<file path="src/rtl/fir_pkg.sv">
// Shared fixed-point definitions for the FIR output path: default word
// lengths, the sample type, accumulator sizing and the requantizer.
package fir_pkg;

   localparam int DEF_IN_INTE_WL  = 4;
   localparam int DEF_IN_FRAC_WL  = 8;
   localparam int DEF_OUT_INTE_WL = 4;
   localparam int DEF_OUT_FRAC_WL = 8;

   typedef logic signed [DEF_IN_INTE_WL+DEF_IN_FRAC_WL-1:0] sample_t;

   function automatic int acc_w(input int in_w, input int decim);
      return in_w + $clog2(decim);
   endfunction

   // Result is in output LSB units, clamped to the output range; the wide
   // intermediate keeps the rounding add from ever wrapping.
   function automatic logic signed [63:0] requant(
      input logic signed [63:0] x,
      input int                 in_frac,
      input int                 out_inte,
      input int                 out_frac,
      input bit                 rnd
   );
      logic signed [63:0] y;
      logic signed [63:0] hi;
      logic signed [63:0] lo;
      if (out_frac >= in_frac) begin
         y = x <<< (out_frac - in_frac);
      end else begin
         y = x;
         if (rnd) begin
            y = y + (64'sd1 <<< (in_frac - out_frac - 1));
         end
         y = y >>> (in_frac - out_frac);
      end
      hi = (64'sd1 <<< (out_inte + out_frac - 1)) - 64'sd1;
      lo = -(64'sd1 <<< (out_inte + out_frac - 1));
      if (y > hi) begin
         y = hi;
      end else if (y < lo) begin
         y = lo;
      end
      return y;
   endfunction

endpackage

</file>
<file path="src/rtl/fir_decim_out_if.sv">
// Fixed-point sample stream with valid/ready; the source drives data/valid.
interface fir_decim_out_if #(
   parameter int INTE_WL = 4,
   parameter int FRAC_WL = 8
);
   logic signed [INTE_WL-1:-FRAC_WL] data;
   logic                             valid;
   logic                             ready;

   modport master (output data, output valid, input ready);
   modport slave  (input data, input valid, output ready);
endinterface

</file>
<file path="src/rtl/fir_out_fifo.sv">
// Show-ahead synchronous FIFO; a push into a full FIFO without a same-cycle
// pop is dropped and latches a sticky overflow flag.
module fir_out_fifo #(
   parameter int WIDTH = 12,
   parameter int DEPTH = 4
) (
   input  logic             clk,
   input  logic             rst,
   input  logic             clr,
   input  logic             push,
   input  logic [WIDTH-1:0] wdata,
   input  logic             pop,
   output logic [WIDTH-1:0] rdata,
   output logic             full,
   output logic             empty,
   output logic             overflow
);
   localparam int AW = $clog2(DEPTH);
   localparam logic [AW:0] FULL_CNT = DEPTH[AW:0];

   logic [WIDTH-1:0] mem_q [DEPTH];
   logic [WIDTH-1:0] mem_d [DEPTH];
   logic [AW-1:0]    wr_ptr_q, wr_ptr_d;
   logic [AW-1:0]    rd_ptr_q, rd_ptr_d;
   logic [AW:0]      count_q, count_d;
   logic [WIDTH-1:0] last_q, last_d;
   logic             overflow_q, overflow_d;
   logic             pop_en, wr_en, drop;

   assign empty    = (count_q == '0);
   assign full     = (count_q == FULL_CNT);
   assign pop_en   = pop && !empty && !clr;
   assign wr_en    = push && !clr && (!full || pop_en);
   assign drop     = push && !clr && full && !pop_en;
   assign overflow = overflow_q;
   // When empty the output keeps showing whatever was presented last.
   assign rdata    = empty ? last_q : mem_q[rd_ptr_q];

   always_comb begin
      mem_d      = mem_q;
      wr_ptr_d   = wr_ptr_q;
      rd_ptr_d   = rd_ptr_q;
      count_d    = count_q;
      last_d     = rdata;
      overflow_d = overflow_q | drop;
      if (clr) begin
         wr_ptr_d = '0;
         rd_ptr_d = '0;
         count_d  = '0;
      end else begin
         if (wr_en) begin
            mem_d[wr_ptr_q] = wdata;
            wr_ptr_d        = wr_ptr_q + 1'b1;
         end
         if (pop_en) begin
            rd_ptr_d = rd_ptr_q + 1'b1;
         end
         count_d = count_q + (AW+1)'(wr_en) - (AW+1)'(pop_en);
      end
   end

   always_ff @(posedge clk or negedge rst) begin
      if (!rst) begin
         for (int i = 0; i < DEPTH; i++) begin
            mem_q[i] <= '0;
         end
         wr_ptr_q   <= '0;
         rd_ptr_q   <= '0;
         count_q    <= '0;
         last_q     <= '0;
         overflow_q <= 1'b0;
      end else begin
         mem_q      <= mem_d;
         wr_ptr_q   <= wr_ptr_d;
         rd_ptr_q   <= rd_ptr_d;
         count_q    <= count_d;
         last_q     <= last_d;
         overflow_q <= overflow_d;
      end
   end

endmodule

</file>
<file path="src/rtl/fir_decim_out.sv">
// Integrate-and-dump decimator feeding a requantizer and output FIFO.
// Define FIR_DECIM_ROUND_EN for round-half-up instead of floor.
module fir_decim_out
   import fir_pkg::*;
#(
   parameter int IN_INTE_WL  = DEF_IN_INTE_WL,
   parameter int IN_FRAC_WL  = DEF_IN_FRAC_WL,
   parameter int OUT_INTE_WL = DEF_OUT_INTE_WL,
   parameter int OUT_FRAC_WL = DEF_OUT_FRAC_WL,
   parameter int DECIM       = 4,
   parameter int FIFO_DEPTH  = 4
) (
   input  logic            clk,
   input  logic            rst,
   input  logic            clr,
   fir_decim_out_if.slave  in_if,
   fir_decim_out_if.master out_if,
   output logic            overflow
);
   localparam int IN_W  = IN_INTE_WL + IN_FRAC_WL;
   localparam int OUT_W = OUT_INTE_WL + OUT_FRAC_WL;
   localparam int LOG2D = $clog2(DECIM);
   localparam int ACC_W = acc_w(IN_W, DECIM);
`ifdef FIR_DECIM_ROUND_EN
   localparam bit ROUND_EN = 1'b1;
   localparam logic signed [ACC_W-1:0] DUMP_BIAS = ACC_W'(DECIM / 2);
`else
   localparam bit ROUND_EN = 1'b0;
`endif

   logic signed [IN_W-1:0]  sample;
   logic signed [ACC_W-1:0] acc_q, acc_d;
   logic signed [ACC_W-1:0] sum, dump_sum;
   logic [LOG2D-1:0]        phase_q, phase_d;
   logic signed [IN_W-1:0]  avg_q, avg_d;
   logic                    avg_valid_q, avg_valid_d;
   logic                    last_phase;
   logic [OUT_W-1:0]        req_word;
   logic [OUT_W-1:0]        fifo_rdata;
   logic                    fifo_empty;
   logic                    full_unused;

   // Input is never back-pressured.
   assign in_if.ready = 1'b1;
   assign sample      = in_if.data;
   assign sum         = acc_q + {{LOG2D{sample[IN_W-1]}}, sample};
   assign last_phase  = (phase_q == LOG2D'(DECIM - 1));
`ifdef FIR_DECIM_ROUND_EN
   assign dump_sum    = sum + DUMP_BIAS;
`else
   assign dump_sum    = sum;
`endif

   always_comb begin
      acc_d       = acc_q;
      phase_d     = phase_q;
      avg_d       = avg_q;
      avg_valid_d = 1'b0;
      if (clr) begin
         acc_d   = '0;
         phase_d = '0;
      end else if (in_if.valid) begin
         if (last_phase) begin
            avg_d       = IN_W'(dump_sum >>> LOG2D);
            acc_d       = '0;
            phase_d     = '0;
            avg_valid_d = 1'b1;
         end else begin
            acc_d   = sum;
            phase_d = phase_q + 1'b1;
         end
      end
   end

   always_ff @(posedge clk or negedge rst) begin
      if (!rst) begin
         acc_q       <= '0;
         phase_q     <= '0;
         avg_q       <= '0;
         avg_valid_q <= 1'b0;
      end else begin
         acc_q       <= acc_d;
         phase_q     <= phase_d;
         avg_q       <= avg_d;
         avg_valid_q <= avg_valid_d;
      end
   end

   assign req_word = OUT_W'(requant({{(64-IN_W){avg_q[IN_W-1]}}, avg_q},
                                    IN_FRAC_WL, OUT_INTE_WL, OUT_FRAC_WL, ROUND_EN));

   fir_out_fifo #(
      .WIDTH (OUT_W),
      .DEPTH (FIFO_DEPTH)
   ) u_fifo (
      .clk      (clk),
      .rst      (rst),
      .clr      (clr),
      .push     (avg_valid_q),
      .wdata    (req_word),
      .pop      (out_if.ready),
      .rdata    (fifo_rdata),
      .full     (full_unused),
      .empty    (fifo_empty),
      .overflow (overflow)
   );

   assign out_if.valid = !fifo_empty;
   assign out_if.data  = fifo_rdata;

endmodule

</file>
<file path="src/flat_wrapper.sv">
// flat-port wrapper written by rule: the top's interface ports become plain ports
module fir_decim_out_flat import fir_pkg::*;
#(
   parameter int IN_INTE_WL  = DEF_IN_INTE_WL,
   parameter int IN_FRAC_WL  = DEF_IN_FRAC_WL,
   parameter int OUT_INTE_WL = DEF_OUT_INTE_WL,
   parameter int OUT_FRAC_WL = DEF_OUT_FRAC_WL,
   parameter int DECIM       = 4,
   parameter int FIFO_DEPTH  = 4
)
  (clk, rst, clr, overflow, in_if_data, in_if_valid, in_if_ready, out_if_data, out_if_valid, out_if_ready);
  fir_decim_out_if #(.INTE_WL(4), .FRAC_WL(8)) in_if_i ();
  fir_decim_out_if #(.INTE_WL(4), .FRAC_WL(8)) out_if_i ();
  input  logic clk;
  input  logic rst;
  input  logic clr;
  output logic overflow;
  input wire logic [$bits(in_if_i.data)-1:0] in_if_data;
  input wire logic [$bits(in_if_i.valid)-1:0] in_if_valid;
  output wire logic [$bits(in_if_i.ready)-1:0] in_if_ready;
  output wire logic [$bits(out_if_i.data)-1:0] out_if_data;
  output wire logic [$bits(out_if_i.valid)-1:0] out_if_valid;
  input wire logic [$bits(out_if_i.ready)-1:0] out_if_ready;
  assign in_if_i.data = in_if_data;
  assign in_if_i.valid = in_if_valid;
  assign in_if_ready = in_if_i.ready;
  assign out_if_data = out_if_i.data;
  assign out_if_valid = out_if_i.valid;
  assign out_if_i.ready = out_if_ready;
  fir_decim_out #(.IN_INTE_WL(IN_INTE_WL), .IN_FRAC_WL(IN_FRAC_WL), .OUT_INTE_WL(OUT_INTE_WL), .OUT_FRAC_WL(OUT_FRAC_WL), .DECIM(DECIM), .FIFO_DEPTH(FIFO_DEPTH)) u_core (.clk(clk), .rst(rst), .clr(clr), .in_if(in_if_i), .out_if(out_if_i), .overflow(overflow));
endmodule
</file>
<file path="config.mk">
export PLATFORM = sky130hd
export DESIGN_NAME = fir_decim_out_flat
export DESIGN_NICKNAME = d
export VERILOG_FILES = /design/src/rtl/fir_pkg.sv /design/src/rtl/fir_decim_out_if.sv /design/src/rtl/fir_out_fifo.sv /design/src/rtl/fir_decim_out.sv /design/src/flat_wrapper.sv
export SDC_FILE = /design/constraint.sdc
export NUM_CORES = 1
export LEC_CHECK = 0
export ABC_AREA = 1
export CELL_PAD_IN_SITES_DETAIL_PLACEMENT = 0
export CELL_PAD_IN_SITES_GLOBAL_PLACEMENT = 2
export CORE_ASPECT_RATIO = 0.6
export CORE_MARGIN = 1.5
export CORE_UTILIZATION = 37
export CTS_BUF_LIST = sky130_fd_sc_hd__clkbuf_8
export DETAILED_ROUTE_END_ITERATION = 12
export GPL_ROUTABILITY_DRIVEN = 0
export PLACE_DENSITY_LB_ADDON = 0.1
export SYNTH_ARGS = -nofsm -noshare
export SYNTH_HDL_FRONTEND = slang
export SYNTH_HIERARCHICAL = 1
export SYNTH_SLANG_ARGS = --single-unit
export TNS_END_PERCENT = 50
</file>
<file path="constraint.sdc">
create_clock -name clk -period 2.2 [get_ports clk]
set_input_delay 0.55 -clock clk [delete_from_list [all_inputs] [get_ports clk]]
set_output_delay 0.55 -clock clk [all_outputs]
set_load 0.02 [all_outputs]
</file>
==> impl_metrics.env <==
export IMPL_fp_dieW_um=158
export IMPL_setup_viol=3
export IMPL_power_density_nw_per_um2=899
export IMPL_max_cap_violations=0
export IMPL_grt_start_max_net_pins=56
export IMPL_netlist_instances=670
export IMPL_violations="negative setup slack"
export IMPL_cts_reportedPaths_clkPinSlew_ns=0.10
export IMPL_fin_crit_sh_pct=101
export IMPL_startpoint_type="flip-flop"
export IMPL_numCtsBuffers=9
export IMPL_cts_tree="yes"
export IMPL_r2r_setup_slack_ns=0.27
export IMPL_status="finished, violations left"
export IMPL_fin_worst_skew_ns=0.0178
export IMPL_hold_viol=0
export IMPL_cts_hold_buf=0
export IMPL_area_delta_synth_final_pct=21.6
export IMPL_cp_max_fo=6
export IMPL_fin_nets=770
export IMPL_cp_buffers_inverters=2
export IMPL_dpl_cell_area_um2=6110
export IMPL_worstSetupPathType="flip-flop to output port"
export IMPL_endpoint="out_if_data[11]"
export IMPL_drt_wl_total_um=14400
export IMPL_final_cell_mix="nand2_1, dfrtp_1, buf_4"
export IMPL_drt_iter0_markers=238
export IMPL_die_area_um2=15200
export IMPL_tightest_slew_ns=0.644
export IMPL_wl_per_cell_um=15.5
export IMPL_first_pass_iters=5
export IMPL_layout_commonest_cell="nand2_1"
export IMPL_layout_drive_gt1_share_pct=18.8
export IMPL_p_leak_nw=3.44
export IMPL_cp_slowest_cell="dfrtp_2"
export IMPL_ios=32
export IMPL_yosysWarnings=6
export IMPL_worst_path_largest_cell_delay_ns=0.49
export IMPL_diodes=0
export IMPL_syn_avg_cell_area_um2=7.96
export IMPL_antenna_left=0
export IMPL_r2r_cells=10
export IMPL_initial_core_util_pct=38.5
export IMPL_syn_area_um2=5340
export IMPL_rsz0062_at_grt="true"
export IMPL_min_period_ns=2.22
export IMPL_cp_num_cells=8
export IMPL_crit_required_ns=1.65
export IMPL_coreArea_um2=13900
export IMPL_clk_insertion_delay_late_ns=0.38
export IMPL_cp_arrival_ns=1.67
export IMPL_fin_area_um2=6480
export IMPL_place_inst=906
export IMPL_max_slew_margin_pct=57.1
export IMPL_hold_path_class="primary input to async pin"
export IMPL_die_y_um=96.0
export IMPL_clockBufferDepth=2
export IMPL_fin_ws_ns=-0.0194
export IMPL_fp_row_count=33
export IMPL_peakVddDrop_uv=390
export IMPL_dr_total_vias=4503
export IMPL_io_buffers=30
export IMPL_critical_path_top_delay_family="flip-flops"
export IMPL_drc_errors=0
export IMPL_end_kind="output port"
export IMPL_vias_per_cell=4.85
export IMPL_cts_sinks=97
export IMPL_dpl_hpwl_um=10500
export IMPL_syn_num_nets=709
export IMPL_fin_cells=928
export IMPL_fmax_mhz=451
export IMPL_path_cells="buf_4, nor2_1, nor2_1, o21ai_0, o21ai_0, nand2_1, nand2_1, buf_4"
export IMPL_antenna_found_initial=0
export IMPL_r2r_end="u_core/u_fifo/count_q[1]"
export IMPL_grt_overflow=0
export IMPL_root_buffer="clkbuf_8"
export IMPL_startpoint="u_core/u_fifo/rd_ptr_q[0]"
export IMPL_grt_use_total_pct=20.4
export IMPL_drv_slew=0
export IMPL_grt_pass1_wl_um=23300
export IMPL_cts_max_level=3
export IMPL_timing_rr_start="u_core/u_fifo/count_q[0]"
export IMPL_grt_pass1_vias=4414
## state kept, by name, indices dropped and copies added, names as in the netlist
name / count
u_core/u_fifo/mem_q: 48
u_core/acc_q: 14
u_core/avg_q: 12
u_core/u_fifo/last_q: 12
u_core/u_fifo/count_q: 3
u_core/phase_q: 2
u_core/u_fifo/rd_ptr_q: 2
u_core/u_fifo/wr_ptr_q: 2
u_core/avg_valid_q: 1
u_core/u_fifo/overflow: 1
## what timing repair did
action,in CTS,in global routing
setup buffers,1,2
endpoints found under the setup margin,14,14
cloned,0,3
resized for setup,72,48
pin swaps,0,7
## worst min-delay path by stage
stage | slack, ns | start | to
after floorplan | 0.25 | rst | u_core/acc_q[0]
after global placement | 0.45 | u_core/u_fifo/mem_q[5] | u_core/u_fifo/mem_q[5]
after global routing | 0.15 | rst | u_core/phase_q[0]
after CTS | 0.14 | rst | u_core/phase_q[0]
final | 0.13 | rst | u_core/phase_q[0]
after detailed placement | 0.45 | u_core/u_fifo/mem_q[24] | u_core/u_fifo/mem_q[24]
## through the flow
step / setup TNS, ns / power (mW) / hold slack [ns] / utilization [%] / worst slack (ns)
floorplan: 0 / 3.45 / 0.254 / - / 0.0311
global placement: -13.70 / 4.36 / 0.448 / 44.1 / -0.433
detailed placement: -15.67 / 4.39 / 0.454 / 44.1 / -0.461
CTS: -0.0839 / 5.68 / 0.140 / 45.5 / -0.0217
global route: -1.19 / 6.23 / 0.155 / 46.7 / -0.139
finish: -0.0270 / 5.83 / 0.131 / 46.7 / -0.0194
## power by group
group          switching [mW]  internal (mW)  leakage (nW)  total, mW
sequential              0.182           1.99          1.33       2.18
clock                   0.653          0.676         0.118       1.33
combinational            1.33          0.990          2.00       2.32
total                    2.17           3.66          3.44       5.83
## area by class of cell
class,count,area (µm²)
clock buffers,10,138
clock inverters,6,90.1
fillers,1364,7390
inverters,47,179
multi-input cells,481,2500
flip-flops and latches,97,2430
well taps,192,240
repair buffers,95,910
## routing by layer
layer / GRT usage (%) / wire, µm
met3: 4.77 / 656
met5: 0 / 0
met2: 27.9 / 5440
met4: 3.89 / 112
met1: 32.1 / 8170
Power figures use the tool's default switching activity.
